<file path="src/rtl/scan_code_digit_buffer.sv">
// PS/2 scan-code filter and digit shift buffer for the 7-segment display path.
// Drops break (F0) and extended (E0) sequences, decodes digits, and handles backspace and Esc.
//
// state     | meaning
// S_IDLE    | waiting for a make code or prefix
// S_BREAK   | F0 seen, next byte is the released key
// S_EXT     | E0 seen, next byte is an extended key or F0
// S_EXT_BRK | E0 F0 seen, next byte is the released extended key
module scan_code_digit_buffer #(
   parameter int NUM_DIGITS    = 4,
   parameter int ACCEPT_KEYPAD = 1
) (
   input  logic                                clk,
   input  logic                                rst,
   input  logic [7:0]                          scan_code_in,
   input  logic                                scan_valid_in,
   output logic [4*NUM_DIGITS-1:0]             digits_out,
   output logic [$clog2(NUM_DIGITS+1)-1:0]     count_out,
   output logic                                digit_valid_out,
   output logic                                error_out
);

   localparam int BW = 4 * NUM_DIGITS;
   localparam int CW = $clog2(NUM_DIGITS + 1);

   localparam logic [7:0] C_BREAK = 8'hF0;
   localparam logic [7:0] C_EXT   = 8'hE0;
   localparam logic [7:0] C_BKSP  = 8'h66;
   localparam logic [7:0] C_ESC   = 8'h76;

   typedef enum logic [1:0] {S_IDLE, S_BREAK, S_EXT, S_EXT_BRK} state_t;

   state_t          r_state;
   state_t          w_state_nxt;
   logic [BW-1:0]   r_buf;
   logic [BW-1:0]   w_buf_nxt;
   logic [CW-1:0]   r_cnt;
   logic [CW-1:0]   w_cnt_nxt;
   logic            r_dv;
   logic            r_err;
   logic            w_dv_nxt;
   logic            w_err_nxt;
   logic            w_hit;
   logic [3:0]      w_digit;
   logic            w_act;

   always_ff @(posedge clk or posedge rst) begin
      if (rst) r_state <= S_IDLE;
      else     r_state <= w_state_nxt;
   end

   always_comb begin
      w_state_nxt = r_state;
      if (scan_valid_in) begin
         case (r_state)
            S_IDLE: begin
               if (scan_code_in == C_BREAK)    w_state_nxt = S_BREAK;
               else if (scan_code_in == C_EXT) w_state_nxt = S_EXT;
            end
            S_EXT:   w_state_nxt = (scan_code_in == C_BREAK) ? S_EXT_BRK : S_IDLE;
            default: w_state_nxt = S_IDLE;
         endcase
      end
   end

   always_comb begin
      w_hit   = 1'b1;
      w_digit = 4'h0;
      case (scan_code_in)
         8'h16: w_digit = 4'd1;
         8'h1E: w_digit = 4'd2;
         8'h26: w_digit = 4'd3;
         8'h25: w_digit = 4'd4;
         8'h2E: w_digit = 4'd5;
         8'h36: w_digit = 4'd6;
         8'h3D: w_digit = 4'd7;
         8'h3E: w_digit = 4'd8;
         8'h46: w_digit = 4'd9;
         8'h45: w_digit = 4'd0;
         default: w_hit = 1'b0;
      endcase
      if (ACCEPT_KEYPAD != 0) begin
         case (scan_code_in)
            8'h69: begin w_hit = 1'b1; w_digit = 4'd1; end
            8'h72: begin w_hit = 1'b1; w_digit = 4'd2; end
            8'h7A: begin w_hit = 1'b1; w_digit = 4'd3; end
            8'h6B: begin w_hit = 1'b1; w_digit = 4'd4; end
            8'h73: begin w_hit = 1'b1; w_digit = 4'd5; end
            8'h74: begin w_hit = 1'b1; w_digit = 4'd6; end
            8'h6C: begin w_hit = 1'b1; w_digit = 4'd7; end
            8'h75: begin w_hit = 1'b1; w_digit = 4'd8; end
            8'h7D: begin w_hit = 1'b1; w_digit = 4'd9; end
            8'h70: begin w_hit = 1'b1; w_digit = 4'd0; end
            default: ;
         endcase
      end
   end

   // Action table applies only to non-prefix bytes arriving in IDLE.
   assign w_act = scan_valid_in && (r_state == S_IDLE) &&
                  (scan_code_in != C_BREAK) && (scan_code_in != C_EXT);

   always_comb begin
      w_buf_nxt = r_buf;
      w_cnt_nxt = r_cnt;
      w_dv_nxt  = 1'b0;
      w_err_nxt = 1'b0;
      if (w_act) begin
         if (w_hit) begin
            w_buf_nxt = (r_buf << 4) | BW'(w_digit);
            if (r_cnt != CW'(NUM_DIGITS)) w_cnt_nxt = r_cnt + CW'(1);
            w_dv_nxt  = 1'b1;
         end else if (scan_code_in == C_BKSP) begin
            if (r_cnt != '0) begin
               w_buf_nxt = (r_buf >> 4) | (BW'(4'hF) << (BW - 4));
               w_cnt_nxt = r_cnt - CW'(1);
               w_dv_nxt  = 1'b1;
            end
         end else if (scan_code_in == C_ESC) begin
            w_buf_nxt = '1;
            w_cnt_nxt = '0;
            w_dv_nxt  = (r_cnt != '0);
         end else begin
            w_err_nxt = 1'b1;
         end
      end
   end

   always_ff @(posedge clk or posedge rst) begin
      if (rst) begin
         r_buf <= '1;
         r_cnt <= '0;
         r_dv  <= 1'b0;
         r_err <= 1'b0;
      end else begin
         r_buf <= w_buf_nxt;
         r_cnt <= w_cnt_nxt;
         r_dv  <= w_dv_nxt;
         r_err <= w_err_nxt;
      end
   end

   assign digits_out      = r_buf;
   assign count_out       = r_cnt;
   assign digit_valid_out = r_dv;
   assign error_out       = r_err;

endmodule

</file>
<file path="config.mk">
export PLATFORM = sky130hd
export DESIGN_NAME = scan_code_digit_buffer
export DESIGN_NICKNAME = d
export VERILOG_FILES = /design/src/rtl/scan_code_digit_buffer.sv
export SDC_FILE = /design/constraint.sdc
export NUM_CORES = 1
export LEC_CHECK = 0
export CAP_MARGIN = 40
export CORE_MARGIN = 5
export CORE_UTILIZATION = 53
export CTS_CLUSTER_DIAMETER = 50
export DETAILED_ROUTE_END_ITERATION = 10
export GPL_TIMING_DRIVEN = 0
export MAX_ROUTING_LAYER = met4
export PLACE_DENSITY = 0.93
export REMOVE_ABC_BUFFERS = 1
export SYNTH_ARGS = -nofsm -noshare
export SYNTH_HDL_FRONTEND = slang
export SYNTH_SLANG_ARGS = --single-unit
</file>
<file path="constraint.sdc">
create_clock -name clk -period 3.3 [get_ports clk]
set_input_delay 0.66 -clock clk [delete_from_list [all_inputs] [get_ports clk]]
set_output_delay 0.66 -clock clk [all_outputs]
set_load 0.01 [all_outputs]
</file>
==> results of run 1 <==
-- cells by family (layout without fill, tap and decap cells) --
| logic type | Yosys count | after routing | share of synthesized area [%] |
|---|---|---|---|
| and+or+nand+nor | 77 | 77 | 27.12 |
| AOI/OAI and AO/OA | 61 | 61 | 23.63 |
| buffers and inverters | 24 | 43 | 8.172 |
| DFF | 23 | 23 | 35.36 |
| adders and majority gates | 3 | 3 | 2.229 |
| xor gates and xnor gates | 3 | 3 | 1.560 |
| muxes | 3 | 3 | 1.932 |
-- synth_stat cells (all sizes together) (2+ instances only) --
cell / count / area (µm²)
a211oi: 2 / 20.02
a21o: 2 / 15.01
a21oi: 5 / 25.02
a31o: 2 / 17.52
a32oi: 2 / 17.52
and2: 2 / 12.52
and3: 2 / 12.51
and3b: 2 / 17.52
buf: 12 / 92.58
clkbuf: 6 / 22.52
dfrtp: 7 / 175.2
dfstp: 16 / 420.4
ha: 3 / 37.54
inv: 6 / 22.52
mux2: 2 / 22.52
nand2: 23 / 86.33
nand2b: 8 / 50.05
nand3b: 4 / 30.03
nand4b: 2 / 17.52
nor2: 8 / 30.03
nor2b: 2 / 12.51
nor3: 7 / 35.03
nor3b: 5 / 37.54
o21ai: 23 / 118.9
o22ai: 13 / 81.33
o32ai: 3 / 26.28
or4b: 2 / 23.77
or4bb: 2 / 22.52
xnor2: 2 / 17.52
-- layout make-up --
class / count / area, µm² / area share (%)
multi-input cells: 147 / 955.9 / 47.87
flip-flops and latches: 23 / 595.6 / 29.82
repair buffers: 33 / 340.3 / 17.04
well taps: 44 / 55.05 / 2.757
clock buffers: 3 / 22.52 / 1.128
inverters: 6 / 22.52 / 1.128
clock inverters: 1 / 5.005 / 0.2506
-- critical path, stage by stage --
cell and delay, ns:
clkdlybuf4s50_1 0.88, or4b_1 0.21, a31oi_1 0.04, a2111oi_1 0.64
and2_2 0.54, o21ai_0 0.16, a22o_1 0.20
-- power by group through the flow --
stage | logic, mW | registers (mW) | clock network [mW]
2_1_floorplan | 0.185 | 0.549 | 0
3_3_place_gp | 0.462 | 0.519 | 0
3_5_place_dp | 0.482 | 0.524 | 0
4_1_cts | 0.486 | 0.518 | 0.134
5_1_grt | 0.534 | 0.537 | 0.147
6_report | 0.482 | 0.521 | 0.130
-- per-stage QoR --
stage          setup TNS [ns]  hold slack (ns)  instance area, µm²  std cells  setup WS, ns
3_5_place_dp           -6.757           0.4665                1964        253       -0.4396
3_3_place_gp           -11.82           0.4605                1934        251       -0.6832
5_1_grt                     0           0.5131                1997        257       0.02537
6_report                    0           0.4831                1997        257        0.1885
4_1_cts                     0           0.4859                1992        257       0.05599
2_1_floorplan               0           0.4623                1569        176        0.4620
-- flip-flops by register name, indices dropped and copies added, names as in the netlist --
| register | count |
|---|---|
| count_out | 3 |
| digits_out | 16 |
| digit_valid_out | 1 |
| r_state | 2 |
| error_out | 1 |
-- routing by layer --
metal / global-route usage (%) / vias up / routed length, µm
li1: - / 752 / -
met1: 24.84 / 726 / 1744
met2: 31.72 / 53 / 1859
met3: 3.741 / 4 / 175
met4: 2.792 / 0 / 15
met5: - / - / 0
-- path summary, 6_finish.rpt --
check / startpoint / slack [ns] / end / cells after the start
min in group asynchronous: rst / 0.63 / count_out[2]$_DFFE_PP0P_ / 2
setup / recovery: scan_code_in[4] / 0.19 / count_out[0]$_DFFE_PP0P_ / 7
max in group asynchronous: rst / 2.15 / digits_out[13]$_DFFE_PP1P_ / 3
setup reg to reg: r_state[1]$_DFFE_PP0P_ / 1.10 / count_out[0]$_DFFE_PP0P_ / 6
hold / removal: digits_out[12]$_DFFE_PP1P_ / 0.48 / digits_out[12]$_DFFE_PP1P_ / 2
hold reg to reg: digits_out[12]$_DFFE_PP1P_ / 0.48 / digits_out[12]$_DFFE_PP1P_ / 2
-- repair_timing --
item / CTS / global route
hold buffers: 0 / 0
setup endpoints to repair: 11 / 15
gates resized for setup: 1 / 2
==> results.yml, run 1 <==
layout:
  mostFrequentLayoutCell: "clkdlybuf4s50_1"
  antennaDiodeCount: 0
  drive_gt1_share_pct: 15.49
  fill_cells: 248
  syn2layout_area_growth_pct: 18.57
  finish.utilization_pct: 65.41
  nets: 228
  most-common-layout-cells: "clkdlybuf4s50_1, nand2_1, dfstp_2"
placement:
  portBuffers: 31
  hpwl_um: 2676
  gp_congestion: 0.8713
timing:
  drv_slew: 0
  max_clock_freq_ghz: 0.3214
  rsz0062_at_grt: "no"
  maxSlewHeadroom_pct: 48.97
  worstMarginPinSlew_ns: 0.7609
  finalSetupViolCount: 0
  fin_skew_ns: 0.008965
  hold_viol: 0
  period_minus_slack_ns: 3.112
  post-route-period-util_pct: 94.29
worst_hold_path:
  min_path_type: "register to register"
synthesis:
  ys_async_sr_fraction_pct: 100.0
  yosysSeqAreaShare_pct: 35.36
  synth_cell_types: 56
  ys_warn_count: 0
  ys_dominant_reg_cell: "dfstp_2"
  synth_area_um2: 1684
  synth-edff-count: 0
  synth_area_per_cell_um2: 8.681
  synthCells: 194
  ys_seq_elements: 23
detailed_routing:
  via_per_inst: 5.973
  drc_errors: 0
  totalWireLength_um: 3795
  drtAntennaViolNets: 0
  drt-pass1-iter-count: 4
  drt-initial-drc-count: 108
  vias: 1535
  routedWlPerCell_um: 14.77
pwr:
  total_power_mw: 1.132
  power_leakage_nw: 0.7853
  seqPwrFrac_pct: 46.0
  combinationalPowerShare_pct: 42.6
  p_sw_mw: 0.3971
  p_int_mw: 0.7353
  pwr-share-clk_pct: 11.4
  p_per_area_nw_per_um2: 567.1
  max-vdd-ir-drop_v: 0.0003912
  sw_frac_of_total_pct: 35.07
clock_tree:
  clk_latency_ns: 0.31
  htree_levels: 1
  cts.sinks: 23
  clock-root-buffer: "clkbuf_4"
  clockBufferDepth: 2
  postCtsSetupBuffers: 0
  clk_pin_slew_ns: 0.13
  cts_made_buffers: 3
  cts_tree: "built"
floorplanning:
  die_w_um: 66.37
  coreArea_um2: 3053
  rows: 20
  die_area_um2: 4405
  initial_core_util_pct: 55.16
  io_pins: 32
  die_y_um: 66.37
worst_setup_path:
  critPathKind: "input pin to register"
  crit_path_end_kind: "register"
  arrival_ns: 3.33
  startpoint_type: "input pin"
  cp.required_ns: 3.52
  worstPathMaxFanout: 21
global_routing:
  antenna_found_initial: 0
  overflow: 0
  track_usage_pct: 19.16
  grt_pass1_vias: 1416
  grt_max_degree: 22
  grt_pass1_wl_um: 6492
job:
  drv_cap: 0
status:
  status: "complete, no violations"
Power figures use the tool's default switching activity.
==> inputs of run 2 (changes only) <==
PLACE_DENSITY = 0.85   (was 0.93)
SETUP_SLACK_MARGIN = 0.4   (was unset)
==> run 2 against run 1 <==
Hold slack improved by 0.0011 ns. Via count barely moved. Sequential power barely moved. Fmax grew 19%. Global-route usage increased by 0.60 points. Clock power grew 3%. Count of clock-buffer cells in the layout did not move. Setup slack improved by 0.49 ns. Combinational power barely moved. First-iteration DRC count down 44%. Critical path type unchanged. Highest routed layer unchanged.
==> results.yml, run 2 (synthesis gave the netlist of run 1 again) <==
clock_tree:
  clock-root-buffer: "clkbuf_4"
  clockBufferDepth: 2
  postCtsSetupBuffers: 0
  cts.sinks: 23
  clk_pin_slew_ns: 0.13
  htree_levels: 1
  holdBufCountCts: 0
  clk_latency_ns: 0.31
  cts_made_buffers: 3
  cts_tree: "built"
worst_hold_path:
  whs_path_depth: 2
  min_path_type: "register to register"
detailed_routing:
  via_per_inst: 5.969
  drt-initial-drc-count: 60
  totalWireLength_um: 3947
  vias: 1534
  drtAntennaViolNets: 0
  drt-pass1-iter-count: 4
  routedWlPerCell_um: 15.36
  drc_errors: 0
timing:
  period_minus_slack_ns: 2.625
  max_clock_freq_ghz: 0.3809
  drv_slew: 0
  worst_slack_ns: 0.6749
  maxSlewHeadroom_pct: 56.18
  rsz0062_at_grt: "no"
  finalSetupViolCount: 0
  hold_viol: 0
  post-route-period-util_pct: 79.55
  worstMarginPinSlew_ns: 0.6563
  fin_skew_ns: 0.003186
worst_setup_path:
  crit_family: "simple AND/OR/NAND/NOR gates"
  r2r_start: "r_state[1]$_DFFE_PP0P_"
  worstPathCellList: "clkdlybuf4s50_1, nand3b_1, or4_4, o21ai_2, a31o_1, buf_8, nand2_1, o21ai_0"
  reg2reg_slack_ns: 1.43
  startpoint_type: "input pin"
  cpPeakStageDelay_ns: 0.59
  critPathKind: "input pin to register"
  crit_buf_inv: 2
  arrival_ns: 2.87
  worstReg2RegEnd: "count_out[0]$_DFFE_PP0P_"
  crit_start: "scan_code_in[7]"
  worstPathMaxFanout: 32
  crit_path_end_kind: "register"
  critPathSlowestCell: "or4_4"
  path_depth: 8
  cp-endpoint: "digits_out[5]$_DFFE_PP1P_"
  cp.required_ns: 3.54
  ff2ff_path_depth: 6
layout:
  finish.utilization_pct: 66.39
  largest_reg_flops: 16
  mostFrequentLayoutCell: "clkdlybuf4s50_1"
  drive_gt1_share_pct: 16.43
  nets: 228
  antennaDiodeCount: 0
  most-common-layout-cells: "clkdlybuf4s50_1, nand2_1, dfstp_2"
  layoutNonFillerInstCount: 257
  syn2layout_area_growth_pct: 20.36
floorplanning:
  initial_core_util_pct: 55.16
  die_area_um2: 4405
  die_w_um: 66.37
  rows: 20
  die_y_um: 66.37
  io_pins: 32
  coreArea_um2: 3053
placement:
  dpl_worst_slack_ns: -0.3688
  hpwl_um: 2850
  dp.cells: 253
  portBuffers: 31
  gp_congestion: 0.8390
global_routing:
  track_usage_pct: 19.76
  antenna_found_initial: 0
  grt_max_degree: 33
  grt_pass1_vias: 1479
  grt_pass1_wl_um: 6748
  overflow: 0
pwr:
  max-vdd-ir-drop_v: 0.0004761
  p_per_area_nw_per_um2: 560.3
  power_leakage_nw: 0.8438
status:
  status: "complete, no violations"
job:
  drv_cap: 0
run 2: changes by cell type in the layout (fill, tap and decap cells not counted), sizes merged:
cell and change:
clkdlybuf4s50 -7, clkinvlp +1, dlymetal6s2s +6, clkinv -1
dlygate4sd2 +1
run 2: worst min-delay path by stage:
stage                                           from                         end  slack (ns)
after floorplan               r_state[1]$_DFFE_PP0P_      r_state[1]$_DFFE_PP0P_        0.46
after global placement    digits_out[13]$_DFFE_PP1P_  digits_out[13]$_DFFE_PP1P_        0.46
after detailed placement  digits_out[12]$_DFFE_PP1P_  digits_out[12]$_DFFE_PP1P_        0.47
after CTS                 digits_out[12]$_DFFE_PP1P_  digits_out[12]$_DFFE_PP1P_        0.49
after global routing       digits_out[3]$_DFFE_PP1P_   digits_out[3]$_DFFE_PP1P_        0.51
final                     digits_out[14]$_DFFE_PP1P_  digits_out[14]$_DFFE_PP1P_        0.48
run 2: where the power goes:
| group | leakage, nW | switching, mW | internal (mW) |
|---|---|---|---|
| Combinational | 0.573 | 0.219 | 0.264 |
| Sequential | 0.257 | 0.0933 | 0.426 |
| Clock | 0.0139 | 0.0875 | 0.0463 |
run 2: final cells by class:
class,count,area [µm²]
Clock inverter,1,7.507
Multi-Input combinational cell,147,969.7
Fill cell,272,1026
Tap cell,44,55.05
Clock buffer,3,22.52
Sequential cell,23,595.6
Timing Repair Buffer,33,354.1
Inverter,6,22.52
run 2: worst min-delay path: stages (launching register included):
cell and delay [ns]:
dfstp_2 0.40, nand2_1 0.04, o21ai_1 0.05
run 2: what timing repair did:
item | 4_1_cts | 5_1_grt
resized for setup | 6 | 7
endpoints found under the hold margin | 0 | 0
pin swaps | 0 | 0
gates cloned | 0 | 0
endpoints found under the setup margin | 21 | 19
run 2: stage by stage:
| stage | total power, mW | area, µm² | setup TNS (ns) | hold WS (ns) |
|---|---|---|---|---|
| after floorplan | 0.7345 | 1569 | 0 | 0.4623 |
| after global placement | 0.9776 | 1934 | -11.56 | 0.4589 |
| after detailed placement | 1.006 | 1964 | -4.769 | 0.4683 |
| after CTS | 1.146 | 2007 | 0 | 0.4873 |
| after global routing | 1.217 | 2027 | 0 | 0.5091 |
| final | 1.136 | 2027 | 0 | 0.4842 |
run 2: layer usage:
layer / share of wire [%] / wire [µm] / global-route usage [%]
met4: 0.91 / 36 / 2.538
met2: 52 / 2059 / 34.94
met1: 43 / 1688 / 24.05
met3: 4.1 / 163 / 3.571
met5: 0 / 0 / -
==> inputs of run 3 (changes only) <==
CORE_UTILIZATION = 47   (was 53)
PLACE_DENSITY = 0.8   (was 0.85)
clock period = 2.1 ns   (was 3.3 ns; I/O delays follow)
==> run 3 against run 2 <==
Count of clock-buffer cells in the layout did not move. Routed wire length up 27%. Via count increased by 11%. Clock power grew 63%. Setup slack worse by 0.45 ns. First-iteration DRC count up 110%. Cell count up 9.7%. Critical endpoint is now count_out[0]$_DFFE_PP0P_.
==> results.yml, run 3 (synthesis gave the netlist of run 1 again) <==
status:
  status: "complete, no violations"
floorplanning:
  die_y_um: 69.86
  die_area_um2: 4880
  coreArea_um2: 3416
  initial_core_util_pct: 49.30
  rows: 21
  io_pins: 32
  die_w_um: 69.86
clock_tree:
  clk_pin_slew_ns: 0.14
  clock-root-buffer: "clkbuf_4"
  clk_latency_ns: 0.32
  htree_levels: 1
  cts_made_buffers: 3
  clockBufferDepth: 2
  cts_tree: "built"
  cts.sinks: 23
detailed_routing:
  vias: 1708
  drt-pass1-iter-count: 4
  drt-initial-drc-count: 129
  drtAntennaViolNets: 0
  drc_errors: 0
  routedWlPerCell_um: 17.76
  via_per_inst: 6.057
  totalWireLength_um: 5007
worst_setup_path:
  r2r_start: "count_out[1]$_DFFE_PP0P_"
  startpoint_type: "input pin"
  cp-endpoint: "count_out[0]$_DFFE_PP0P_"
  worstPathCellList: "buf_12, or4b_4, a211oi_4, a2111oi_4, a31o_4, a21o_1, a22o_1"
  crit_path_end_kind: "register"
  crit_start: "scan_code_in[4]"
  worstReg2RegEnd: "digits_out[5]$_DFFE_PP1P_"
  critPathKind: "input pin to register"
  cpPeakStageDelay_ns: 0.55
  reg2reg_slack_ns: 0.35
  critPathSlowestCell: "or4b_4"
  ff2ff_path_depth: 9
  cp.required_ns: 2.33
  arrival_ns: 2.10
  worstPathMaxFanout: 5
layout:
  layoutNonFillerInstCount: 282
  largest_reg_flops: 16
  antennaDiodeCount: 0
  fin_area_um2: 2500
  most-common-layout-cells: "dfstp_2, dlygate4sd2_1, nand2_1"
  nets: 251
  syn2layout_area_growth_pct: 48.44
  drive_gt1_share_pct: 39.83
placement:
  portBuffers: 31
  hpwl_um: 2609
  gp_congestion: 0.8350
  dp.cells: 255
  placed_area_um2: 1976
timing:
  max_clock_freq_ghz: 0.5339
  setup_tns_ns: 0
  post-route-period-util_pct: 89.19
  fin_skew_ns: 0.004004
  maxSlewHeadroom_pct: 69.61
  worstMarginPinSlew_ns: 0.4549
  rsz0062_at_grt: "yes"
  finalSetupViolCount: 0
  hold_viol: 0
  drv_slew: 0
  period_minus_slack_ns: 1.873
pwr:
  p_per_area_nw_per_um2: 764.9
  power_leakage_nw: 1.078
  total_power_mw: 1.912
  max-vdd-ir-drop_v: 0.0005317
job:
  drv_cap: 0
global_routing:
  grt_max_degree: 22
  track_usage_pct: 17.71
  grt_pass1_wl_um: 7189
  antenna_found_initial: 0
  grt_pass1_vias: 1543
  overflow: 0
worst_hold_path:
  min_path_type: "input pin to async pin"
==> run 3: cell types whose count changed in the layout (fill, tap and decap cells not counted), sizes merged <==
cell | previous run | this run
clkbuf | 3 | 5
clkinv | 0 | 1
and2 | 2 | 3
clkinvlp | 1 | 0
clkdlybuf4s50 | 24 | 4
buf | 2 | 30
dlygate4sd2 | 1 | 16
dlymetal6s2s | 6 | 3
==> run 3: layer usage <==
| metal | routed length, µm | GRT usage, % | up-vias |
|---|---|---|---|
| met4 | 115 | 5.106 | 0 |
| met2 | 2474 | 27.49 | 61 |
| met1 | 2251 | 23.91 | 831 |
| met5 | 0 | - | - |
| li1 | - | - | 802 |
| met3 | 166 | 2.869 | 14 |
==> run 3: worst max-delay path, delay by kind of cell <==
family,cells,cell delay (ns)
buffers and inverters,1,0.10
and+or+nand+nor,1,0.55
AOI/OAI and AO/OA,5,1.03
==> run 3: area by class of cell <==
class                           count  area (µm²)
Fill cell                         242       915.9
Inverter                            6       22.52
Sequential cell                    23       595.6
Timing Repair Buffer               55       618.1
Clock inverter                      1       5.005
Tap cell                           46       57.56
Clock buffer                        3       22.52
Multi-Input combinational cell    148        1179
==> run 3: power by group <==
group	switching, mW	leakage [nW]	internal [mW]
clock	0.147	0.0177	0.0714
combinational	0.426	0.804	0.455
sequential	0.143	0.257	0.670
==> run 3: worst min-delay path by stage <==
stage,cells after the start,endpoint,startpoint
after detailed placement,2,digits_out[14]$_DFFE_PP1P_,digits_out[14]$_DFFE_PP1P_
after floorplan,1,count_out[0]$_DFFE_PP0P_,rst
final,2,r_state[0]$_DFFE_PP0P_,rst
after global placement,2,digits_out[15]$_DFFE_PP1P_,digits_out[15]$_DFFE_PP1P_
after global routing,2,r_state[0]$_DFFE_PP0P_,rst
after CTS,2,r_state[0]$_DFFE_PP0P_,rst
==> run 3: what timing repair did <==
item                                    in CTS  in global routing
hold buffers                                 0                  0
pin swaps                                    8                 18
endpoints found under the setup margin      41                 23
buffers inserted                            12                  8
gates cloned                                 0                  3
resized for setup                           85                 51
==> run 3: through the flow <==
step	util, %	hold WS, ns	setup WS, ns
after CTS	63.74	0.3128	0.1923
after floorplan	-	0.4101	-0.4980
after global routing	73.19	0.3153	0.2075
final	73.19	0.2990	0.2270
after global placement	56.70	0.4620	-1.701
after detailed placement	57.84	0.4635	-1.500
